--- src/rtl/time_set_controller.sv ---
// time_set_controller
//
// Turns two raw, active-low push-buttons ("advance minute", "advance hour")
// into single-cycle increment strobes for a time-of-day counter. Each key is
// synchronised (2 flops) and debounced. The two keys then share one
// press / auto-repeat engine: a first strobe on press, a repeat after
// REPEAT_DELAY cycles, then one every REPEAT_PERIOD cycles while the key is held.
//
// Ports:
//   CLOCK_50    in   system clock, all logic on its rising edge
//   RESET_N     in   synchronous active-low reset
//   KEY_MIN_N   in   raw minute button, 0 = pressed
//   KEY_HOUR_N  in   raw hour button, 0 = pressed
//   INC_MINUTE  out  one-cycle strobe, advance minutes by one
//   INC_HOUR    out  one-cycle strobe, advance hours by one
//   SETTING     out  high while a key owns the repeat engine
//
// Strobe semantics: INC_MINUTE / INC_HOUR are registered pulses with no
// handshake. Each high cycle means exactly one increment. They are never high
// together and never high on two consecutive cycles.
module time_set_controller #(
    parameter int DEBOUNCE_CYCLES = 1000000,
    parameter int REPEAT_DELAY    = 25000000,
    parameter int REPEAT_PERIOD   = 5000000
) (
    input  logic CLOCK_50,
    input  logic RESET_N,
    input  logic KEY_MIN_N,
    input  logic KEY_HOUR_N,
    output logic INC_MINUTE,
    output logic INC_HOUR,
    output logic SETTING
);

    localparam int MAX_A = (DEBOUNCE_CYCLES > REPEAT_DELAY) ? DEBOUNCE_CYCLES : REPEAT_DELAY;
    localparam int MAX_P = (MAX_A > REPEAT_PERIOD) ? MAX_A : REPEAT_PERIOD;
    localparam int CNT_W = $clog2(MAX_P + 1);

    localparam logic [CNT_W-1:0] DB_LIM   = CNT_W'(DEBOUNCE_CYCLES);
    localparam logic [CNT_W-1:0] RD_LAST  = CNT_W'(REPEAT_DELAY - 1);
    localparam logic [CNT_W-1:0] RP_LAST  = CNT_W'(REPEAT_PERIOD - 1);
    localparam logic [CNT_W-1:0] CNT_ONE  = CNT_W'(1);
    localparam logic [CNT_W-1:0] CNT_ZERO = '0;

    typedef enum logic [1:0] {
        ST_IDLE   = 2'd0,
        ST_DELAY  = 2'd1,
        ST_REPEAT = 2'd2
    } state_t;

    // Key index 0 = minute, 1 = hour. All key levels are active-low (1 = released).
    logic [1:0] raw_n;
    assign raw_n = {KEY_HOUR_N, KEY_MIN_N};

    logic [1:0]            sync1_q, sync1_d;
    logic [1:0]            sync2_q, sync2_d;
    logic [1:0]            deb_q, deb_d;
    logic [1:0][CNT_W-1:0] db_cnt_q, db_cnt_d;

    state_t                state_q, state_d;
    logic                  owner_q, owner_d;    // 1 = hour owns the engine
    logic [CNT_W-1:0]      rpt_cnt_q, rpt_cnt_d;
    logic                  fire;

    logic                  inc_min_q, inc_min_d;
    logic                  inc_hour_q, inc_hour_d;
    logic                  setting_q, setting_d;

    logic                  pressed_min, pressed_hour, owner_held;

    assign pressed_min  = ~deb_q[0];
    assign pressed_hour = ~deb_q[1];
    assign owner_held   = owner_q ? pressed_hour : pressed_min;

    // State register: synchroniser, debounce, FSM and output flops.
    always_ff @(posedge CLOCK_50) begin
        if (!RESET_N) begin
            sync1_q    <= 2'b11;
            sync2_q    <= 2'b11;
            deb_q      <= 2'b11;
            db_cnt_q   <= '0;
            state_q    <= ST_IDLE;
            owner_q    <= 1'b0;
            rpt_cnt_q  <= '0;
            inc_min_q  <= 1'b0;
            inc_hour_q <= 1'b0;
            setting_q  <= 1'b0;
        end else begin
            sync1_q    <= sync1_d;
            sync2_q    <= sync2_d;
            deb_q      <= deb_d;
            db_cnt_q   <= db_cnt_d;
            state_q    <= state_d;
            owner_q    <= owner_d;
            rpt_cnt_q  <= rpt_cnt_d;
            inc_min_q  <= inc_min_d;
            inc_hour_q <= inc_hour_d;
            setting_q  <= setting_d;
        end
    end

    // Synchroniser and debounce. The debounced level only follows the synced
    // level after it has disagreed continuously for DEBOUNCE_CYCLES cycles, so
    // any agreement in between restarts the count.
    always_comb begin
        sync1_d  = raw_n;
        sync2_d  = sync1_q;
        deb_d    = deb_q;
        db_cnt_d = db_cnt_q;
        for (int k = 0; k < 2; k++) begin
            if (sync2_q[k] == deb_q[k]) begin
                db_cnt_d[k] = CNT_ZERO;
            end else if (db_cnt_q[k] == DB_LIM) begin
                deb_d[k]    = sync2_q[k];
                db_cnt_d[k] = CNT_ZERO;
            end else begin
                db_cnt_d[k] = db_cnt_q[k] + CNT_ONE;
            end
        end
    end

    // Next-state logic. Release of the owner is tested before the counter,
    // so a strobe due in the same cycle as the release is dropped.
    always_comb begin
        state_d   = state_q;
        owner_d   = owner_q;
        rpt_cnt_d = rpt_cnt_q;
        fire      = 1'b0;
        case (state_q)
            ST_IDLE: begin
                rpt_cnt_d = CNT_ZERO;
                if (pressed_hour) begin
                    owner_d = 1'b1;
                    fire    = 1'b1;
                    state_d = ST_DELAY;
                end else if (pressed_min) begin
                    owner_d = 1'b0;
                    fire    = 1'b1;
                    state_d = ST_DELAY;
                end
            end
            ST_DELAY: begin
                if (!owner_held) begin
                    state_d   = ST_IDLE;
                    rpt_cnt_d = CNT_ZERO;
                end else if (rpt_cnt_q == RD_LAST) begin
                    fire      = 1'b1;
                    rpt_cnt_d = CNT_ZERO;
                    state_d   = ST_REPEAT;
                end else begin
                    rpt_cnt_d = rpt_cnt_q + CNT_ONE;
                end
            end
            ST_REPEAT: begin
                if (!owner_held) begin
                    state_d   = ST_IDLE;
                    rpt_cnt_d = CNT_ZERO;
                end else if (rpt_cnt_q == RP_LAST) begin
                    fire      = 1'b1;
                    rpt_cnt_d = CNT_ZERO;
                end else begin
                    rpt_cnt_d = rpt_cnt_q + CNT_ONE;
                end
            end
            default: begin
                state_d   = ST_IDLE;
                rpt_cnt_d = CNT_ZERO;
            end
        endcase
    end

    // Output logic, registered alongside the state transition that causes it.
    always_comb begin
        inc_min_d  = fire & ~owner_d;
        inc_hour_d = fire & owner_d;
        setting_d  = (state_d != ST_IDLE);
    end

    assign INC_MINUTE = inc_min_q;
    assign INC_HOUR   = inc_hour_q;
    assign SETTING    = setting_q;

endmodule

--- config.mk ---
export PLATFORM = sky130hd
export DESIGN_NAME = time_set_controller
export DESIGN_NICKNAME = d
export VERILOG_FILES = /design/src/rtl/time_set_controller.sv
export SDC_FILE = /design/constraint.sdc
export NUM_CORES = 1
export LEC_CHECK = 0
export CAP_MARGIN = 20
export CORE_MARGIN = 2
export CORE_UTILIZATION = 35
export CTS_CLUSTER_DIAMETER = 150
export DETAILED_ROUTE_END_ITERATION = 8
export GPL_TIMING_DRIVEN = 0
export PLACE_DENSITY = 0.53
export SKIP_CTS_REPAIR_TIMING = 1
export SYNTH_ARGS = -nofsm -noshare
export SYNTH_HDL_FRONTEND = slang
export SYNTH_SLANG_ARGS = --single-unit
--- constraint.sdc ---
create_clock -name CLOCK_50 -period 2.6 [get_ports CLOCK_50]
set_clock_uncertainty 0.05 [all_clocks]
set_input_delay 0.65 -clock CLOCK_50 [delete_from_list [all_inputs] [get_ports CLOCK_50]]
set_output_delay 0.65 -clock CLOCK_50 [all_outputs]
set_load 0.1 [all_outputs]
==> results of run 1 <==
[worst reg2reg max path, cell delays in order, from the launching register on]
cell     delay (ps)
dfxtp_1         360
or4_1           530
or4_1           490
o21ai_0         170
a21o_1          290
buf_2           270
nor2_1           70
[stage by stage]
| stage | utilization (%) | power [W] | instances | area (um2) | setup WS (ps) |
|---|---|---|---|---|---|
| 2_1_floorplan | - | 0.00138 | 451 | 3900 | 405 |
| 3_3_place_gp | 38.1 | 0.00139 | 597 | 4130 | 54.6 |
| 6_report | 40.6 | 0.00243 | 617 | 4400 | 105 |
| 5_1_grt | 40.6 | 0.00253 | 617 | 4400 | 36.0 |
| 3_5_place_dp | 38.2 | 0.00139 | 598 | 4140 | 4.18 |
| 4_1_cts | 40.3 | 0.00248 | 613 | 4370 | 68.0 |
[metal layers]
metal,share of wire (%),vias to the layer above,wire length [um],global-route usage (%)
li1,-,1582,-,-
met1,48,1448,3540,16.2
met2,47,27,3460,23.2
met3,2.2,14,162,3.02
met4,2.3,0,171,6.87
met5,0,-,0,0
[power groups by stage]
stage / combinational, W / sequential [W] / clock, W
after floorplan: 0.0000135 / 0.00137 / 0
after global placement: 0.0000238 / 0.00137 / 0
after detailed placement: 0.0000241 / 0.00137 / 0
after CTS: 0.0000242 / 0.00134 / 0.00111
after global routing: 0.0000287 / 0.00134 / 0.00116
final: 0.0000251 / 0.00134 / 0.00107
[sequential cells by signal (all words and copies together), names as in the netlist, 2 cells and up]
signal,count
db_cnt_q,50
deb_q,2
rpt_cnt_q,25
state_q,2
sync1_q,2
sync2_q,2
[cells by family (layout without fill, tap and decap cells)]
group / after synthesis / in the layout / share of synthesized area, %
AO/OA/AOI/OAI: 20 / 20 / 2.95
XOR/XNOR: 69 / 69 / 15.5
adder cells (fa/ha/maj): 9 / 9 / 2.89
buffers and inverters: 21 / 47 / 2.09
flip-flops: 87 / 87 / 44.7
multiplexers: 3 / 3 / 0.898
AND/OR/NAND/NOR: 242 / 242 / 31.0
[area by class of cell]
cell class | count | area, um2
clock buffers | 12 | 165
well taps | 140 | 175
fillers | 1103 | 6440
plain buffers | 9 | 38.8
inverters | 12 | 45.0
clock inverters | 3 | 65.1
multi-input cells | 343 | 2080
flip-flops and latches | 87 | 1740
repair buffers | 11 | 92.6
[cell usage in the layout (no fill, tap or decap), types with 8 or more instances in the layout]
master    Yosys  routed
a21oi_1       8       8
clkbuf_8      0      12
dfxtp_1      87      87
ha_1          9       9
inv_1        12      12
nand2_1      32      32
nand3_1      36      36
nand4_1      24      24
nor2_1       91      91
nor4_1        9       9
nor4b_1       9       9
xnor2_1      22      22
xor2_1       47      47
[path summary, 6_finish.rpt]
kind	from	end	slack, ps
setup / recovery	INC_MINUTE$_SDFF_PN0_	INC_MINUTE	110
hold / removal	sync1_q[1]$_SDFF_PN1_	sync2_q[1]$_SDFF_PN1_	360
setup reg to reg	rpt_cnt_q[13]$_SDFF_PN0_	rpt_cnt_q[3]$_SDFF_PN0_	260
hold reg to reg	sync1_q[1]$_SDFF_PN1_	sync2_q[1]$_SDFF_PN1_	360
[cells in the mapped netlist, drive strengths merged]
| cell type | instances |
|---|---|
| xnor2 | 22 |
| buf | 2 |
| mux2 | 1 |
| nor4bb | 1 |
| nand4 | 24 |
| and3 | 5 |
| mux2i | 2 |
| nor2 | 91 |
| nand2 | 32 |
| nor3 | 6 |
| nor4b | 9 |
| or3 | 2 |
| nand2b | 7 |
| inv | 12 |
| clkbuf | 7 |
| and4 | 7 |
| o21bai | 1 |
| xor2 | 47 |
| o211ai | 2 |
| and4b | 1 |
| o21ai | 6 |
| dfxtp | 87 |
| and2 | 1 |
| ha | 9 |
| nand3 | 36 |
| nor2b | 3 |
| a21oi | 8 |
| a21boi | 2 |
| nand3b | 1 |
| a21o | 1 |
| nor4 | 9 |
| or2 | 2 |
| or4 | 5 |
==> metrics, run 1 <==
Synth area leaders=dfxtp_1, xor2_1, nor2_1; Clk pwr share=about 44%; max-slew violations=0; wirelength, routed=about 7300 um; mapped cell area=just under 0.004 mm2; n_diodes=0; Placer Congestion=slightly below 0.8; P per Cell Area=552 mW/mm2; NumNets Final=slightly below 500; proportion of layout cells with a drive suffix above 1=between 5 and 6%; total number of vias=3071; io pins=7; Clock Latency Late Sink=360 ps; post-synth cell types=33; drt via density=between 4 and 5; vias in the first global route=2957; worst hold stages=1; 1st-pass router iterations=4; RSZ-0062 raised after global routing=no; DP HPWL=5310 um; Cells after Synth=roughly 450; Final Hold Fails=0; Starting Density=around 36%; Seq/Total Area, Yosys=approximately 45%; largest area contributor in the netlist=dfxtp_1; Leakage=1.34 nW; critical-path cell list=clkdlybuf4s50_1; core area=approximately 0.011 mm2; Max Fclk=0.401 GHz; die height=around 110 um; GR Overflow Total=0; maxcap violations=0; largest net degree at the start of global routing=14; stages on the worst setup path=1; share of the synthesized area in the top cell type=between 40% and 50%; final setup fails=0; CTS H-tree lvls=3; Die Wd=roughly 110 um; Pint=between 0.0015 and 0.002 W; run status=completed; Max Buffers Root-to-Sink=2; final hold slack=roughly 360 ps; Iteration-0 DRC Markers=102; Setup TNS=0 ps; Clock transition at path regs=~80 ps; VDD IR max=between 200 and 300 uV; FP Rows=38; YS warnings=0; GRT Total Usage=a little over an eighth; critical path peak fanout=1; part of the power in registers=between 50% and 60%; Worst setup EP type=output port; root cell of the clock tree=clkbuf_8; Worst Reg-to-Reg Cells=6; relative slew slack=about a third; clock sinks=87; remaining routing DRC violations=0; CP arrival=approximately 1800 ps; Final Critical Period=roughly 2500 ps; first-pass GRT wire length=13000 um; Worst EP required=between 1500 and 2000 ps; Sw Share=roughly 19%; combinational power share=approximately 1.0%; WS Path Type=reg -> out; PortBufs=6; Post-Syn Nets=464; initial antenna violation count=0; #FFs+latches synth=87; die area=0.0120 mm2; mean area per synthesized cell=slightly below 9 um2; CP top delay family=buffers and inverters; max incr delay on CP=1120 ps; crit share post-route=96.0%; Final ANT Viol Nets=0; TritonCTS clock tree=done; area grow syn2layout=12.8%; Psw=about 0.00047 W; CTS buffer count=9; crit path launch type=flip-flop; routed length per instance=around 12 um; Hold Crit Class=reg -> reg; Worst Tran Pin Value=between 1000 and 1500 ps; WP buf/inv=1; CP max-delay cell=clkdlybuf4s50_1
Power figures use the tool's default switching activity.
==> run 2, diff against run 1 <==
--- a/config.mk
+++ b/config.mk
@@ -5,13 +5,14 @@
 export SDC_FILE = /design/constraint.sdc
 export NUM_CORES = 1
 export LEC_CHECK = 0
+export ABC_AREA = 1
 export CAP_MARGIN = 20
 export CORE_MARGIN = 2
-export CORE_UTILIZATION = 35
+export CORE_UTILIZATION = 60
 export CTS_CLUSTER_DIAMETER = 150
 export DETAILED_ROUTE_END_ITERATION = 8
 export GPL_TIMING_DRIVEN = 0
-export PLACE_DENSITY = 0.53
+export PLACE_DENSITY = 0.8
 export SKIP_CTS_REPAIR_TIMING = 1
 export SYNTH_ARGS = -nofsm -noshare
 export SYNTH_HDL_FRONTEND = slang
==> metrics, run 2 <==
max incr delay on CP=approximately 1100 ps; Hold Startpoint=sync1_q[0]$_SDFF_PN1_; P per Cell Area=around 460 mW/mm2; max-slew violations=0; Clock transition at path regs=around 80 ps; top-count cell post-synth=nand2_1; GRT Total Usage=23.4%; run status=completed; Clock Latency Late Sink=between 300 and 400 ps; CP arrival=around 1800 ps; Worst EP required=1900 ps; met1 GRT Util=between 30% and 40%; io pins=7; NumNets Final=~700; share of the synthesized area in the top cell type=around 38%; relative slew slack=~34%; Largest register FFs=50; final worst slack=slightly above 90 ps; Worst Reg-to-Reg Cells=11; clock sinks=slightly below 90; Final ANT Viol Nets=0; die height=between 90 and 100 um; Starting Density=62.8%; GR Layer Usage met2=39.3%; largest net degree at the start of global routing=14; mean area per synthesized cell=6.99 um2; FFs w/ async S/R, synth=0%; DP HPWL=7060 um; Final Hold Fails=0; Multi-input gate area=0.00249 mm2; area grow syn2layout=8.15%; YS warnings=0; PortBufs=6; crit path launch type=flip-flop; most common cell after layout, fill and taps aside=nand2_1; #FFs+latches synth=just under 90; VDD IR max=approximately 280 uV; Iteration-0 DRC Markers=~260; critical path peak fanout=1; Post-synth top cells=nand2_1, nor2_1, dfxtp_1; FF-to-FF setup slack=slightly above 800 ps; GRT Max-Usage Layer=met2; post-synth cell types=34; Cells after Synth=~660; first-pass GRT wire length=roughly 16000 um; Seq/Total Area, Yosys=roughly 38%; largest area contributor in the netlist=dfxtp_1; Die Wd=91.6 um; most frequent cells in the layout=nand2_1, nor2_1, dfxtp_1; Max Fclk=0.398 GHz; RSZ-0062 raised after global routing=no; CTS buffer count=9; Post-Syn Nets=672; mapped cell area=0.00460 mm2; Setup TNS=0 ps; CP top delay family=buffers and inverters; n_diodes=0; Synth area leaders=dfxtp_1, nand2_1, nor2_1; core area=~0.0073 mm2; grt met3 use=approximately 5.1%; Worst Tran Pin Value=roughly 1000 ps; Fill cells=651; TritonCTS clock tree=done; CTS H-tree lvls=3; WS Path Type=reg -> out; Primary FF master, synth=dfxtp_1; die area=approximately 0.0084 mm2; FP Rows=31; total number of vias=about 4100; root cell of the clock tree=clkbuf_8; 1st-pass router iterations=5; crit share post-route=between 90% and 100%; FF+latch area=0.00174 mm2; FF-to-FF Start=rpt_cnt_q[0]$_SDFF_PN0_; EDFF count, synth=0; Placer Congestion=around 0.9; Hold Path End=sync2_q[0]$_SDFF_PN1_; Max Buffers Root-to-Sink=2; Crit Reg-Reg Endpoint=rpt_cnt_q[22]$_SDFF_PN0_; Leakage=1.65 nW; drt via density=approximately 5.3; critical-path cell list=clkdlybuf4s50_1; proportion of layout cells with a drive suffix above 1=9.69%; Final Critical Period=around 2500 ps; Top Registers=db_cnt_q: 50 flops, rpt_cnt_q: 25 flops; pre-CTS WS=around 230 ps; worst hold stages=1; wirelength, routed=~9400 um; maxcap violations=0; final setup fails=0; Hold Crit Class=reg -> reg; Worst setup EP type=output port; GR Overflow Total=0; most flop-heavy register=db_cnt_q; remaining routing DRC violations=0; WP buf/inv=1; CP max-delay cell=clkdlybuf4s50_1; vias in the first global route=3825; initial antenna violation count=0; routed length per instance=~12 um
run 2: area by class of cell:
type	count	share of cell area (%)
multi-input cells	484	50.1
clock buffers	13	2.99
inverters	80	6.03
well taps	99	2.49
plain buffers	8	1.33
clock inverters	3	0.854
repair buffers	6	1.21
flip-flops and latches	87	35.0
run 2: power breakdown:
part | internal [W] | switching (W)
Clock | 0.000471 | 0.000464
Combinational | 0.0000116 | 0.0000162
Sequential | 0.00133 | 0.00000255
Total | 0.00182 | 0.000482
run 2: worst max-delay path by stage:
stage / startpoint / endpoint / slack (ps) / cells after the start
global placement: RESET_N / db_cnt_q[39]$_SDFF_PP0_ / 280 / 6
detailed placement: RESET_N / db_cnt_q[39]$_SDFF_PP0_ / 230 / 6
global route: SETTING$_SDFF_PN0_ / SETTING / 50 / 1
floorplan: INC_HOUR$_SDFF_PN0_ / INC_HOUR / 990 / 0
finish: SETTING$_SDFF_PN0_ / SETTING / 90 / 1
CTS: SETTING$_SDFF_PN0_ / SETTING / 60 / 1
run 2: cell families after synthesis:
kind of cell,Yosys count,synth area share [%]
simple gates,402,40.4
buf+inv,88,7.96
flops,87,37.8
xor+xnor,39,7.42
compound gates,34,3.91
fa+ha+maj,9,2.45
run 2: per-layer routing:
layer	wire length, um	vias to the layer above
li1	-	2106
met1	4360	1888
met2	4490	114
met3	428	25
met4	167	0
met5	0	-
run 2: through the flow:
stage	total power [W]	cell area (um2)	utilization (%)	std cells	hold slack, ps
after floorplan	0.00138	4600	-	659	343
after global placement	0.00140	4790	65.3	764	351
after detailed placement	0.00140	4790	65.3	764	358
after CTS	0.00232	4980	67.9	780	378
after global routing	0.00237	4980	67.9	780	385
final	0.00230	4980	67.9	780	373
==> patch: new RTL, settings of run 2 <==
Register the output `INC_MINUTE` once more, with the module's reset; this adds one clock of latency there. The other outputs are not delayed to match. Comments in the files are not updated.
--- a/src/rtl/time_set_controller.sv
+++ b/src/rtl/time_set_controller.sv
@@ -176,7 +176,13 @@
         setting_d  = (state_d != ST_IDLE);
     end
 
-    assign INC_MINUTE = inc_min_q;
+    always_ff @(posedge CLOCK_50) begin
+        if (!RESET_N) begin
+            INC_MINUTE <= '0;
+        end else begin
+            INC_MINUTE <= inc_min_q;
+        end
+    end
     assign INC_HOUR   = inc_hour_q;
     assign SETTING    = setting_q;
 
Behaviour: no difference found for any inputs over 10 cycles, from zero or initial values and one cycle with RESET_N low; that may be too few to reach the edited logic, so the function may still have changed.
==> patch against run 2 <==
Critical path depth stayed put; synthesized cell count is 0.76% higher; final area hardly changed; combinational power hardly changed; area after synthesis is 0.11% higher; wire length is 0.44% lower; cell count is 0.51% higher; core utilization hardly changed; sequential share of layout area is 0.39 points higher; total power is 1.0% higher; maximum frequency is 0.38% higher; worst setup slack better by 0.0096 ns; sequential cell count is 1 higher.
==> patch: results <==
{
  "status": "finished clean",
  "multi_input_area_um2": 2460,
  "place_area_um2": 4790,
  "r2r-end": "rpt_cnt_q[16]",
  "bufAreaShareNonClock_pct": 2.61,
  "grt_pass1_wl_mm": 16.6,
  "detail_route.wl_per_cell_um": 12.0,
  "clock_buffers": 12,
  "design.die.area_um2": 8400,
  "drt_iter0_markers": 192,
  "synth.net_count": 677,
  "ys_types": 31,
  "grt_pass1_vias": 3925,
  "dr.pass1.iters": 8,
  "fillCellCount": 637,
  "finalNetCount": 694,
  "slew_headroom_pct": 35.2,
  "area.sequential_um2": 1760,
  "gp_congestion": 0.922,
  "hold_slack_ns": 0.370,
  "endpoint": "SETTING",
  "vias_per_cell": 5.33,
  "synthTopCellsByCount": "nand2_1, nor2_1, dfxtp_1",
  "ys_seq_area_share_pct": 38.2,
  "stdcell_count": 784,
  "antenna_found_initial": 0,
  "power_leakage_nw": 1.69,
  "multi_input_area_share_pct": 49.3,
  "post-place-ws_ns": 0.229,
  "final.setup.worst_slack_ns": 0.100,
  "r2r_setup_slack_ns": 0.89,
  "reg_top3": "db_cnt_q: 50 flops, rpt_cnt_q: 25 flops",
  "dp.cells": 769,
  "ys_top_cells_by_area": "dfxtp_1, nand2_1, nor2_1",
  "nMultiInputCombCells": 483,
  "path_delay_family": "buffers and inverters",
  "irDropWorstVdd_mv": 0.299,
  "dpl.hpwl_mm": 7.07,
  "clock_area_share_pct": 3.77,
  "ys_seq_elements": 88,
  "grt_usage_pct": 23.9,
  "syn_inst": 664
}
-- patch: cell count changes after synthesis, moves of 3 or more --
cell / delta
buf_6: +3
inv_1: +4
nor2_1: +11
nor2_2: -10
-- patch: where the power goes --
group | leakage [nW] | internal [mW] | total (mW) | switching (mW)
clock network | 0.0925 | 0.465 | 0.943 | 0.478
logic | 0.888 | 0.0121 | 0.0278 | 0.0157
registers | 0.710 | 1.35 | 1.35 | 0.00241
-- patch: metal layers --
layer  vias to the layer above  GRT usage [%]  share of wire [%]
met3                        28           3.12                5.0
met4                         0           10.4                2.8
li1                       2128              -                  -
met5                         -              0                  0
met1                      1889           31.3                 46
met2                       133           39.7                 46
-- patch: kinds of logic after synthesis --
kind of cell,Yosys count,synth area share [%]
DFF,88,38.2
xor gates and xnor gates,40,7.60
buffers and inverters,93,8.44
AOI/OAI and AO/OA,31,3.58
and+or+nand+nor,403,39.7
adders and majority gates,9,2.44
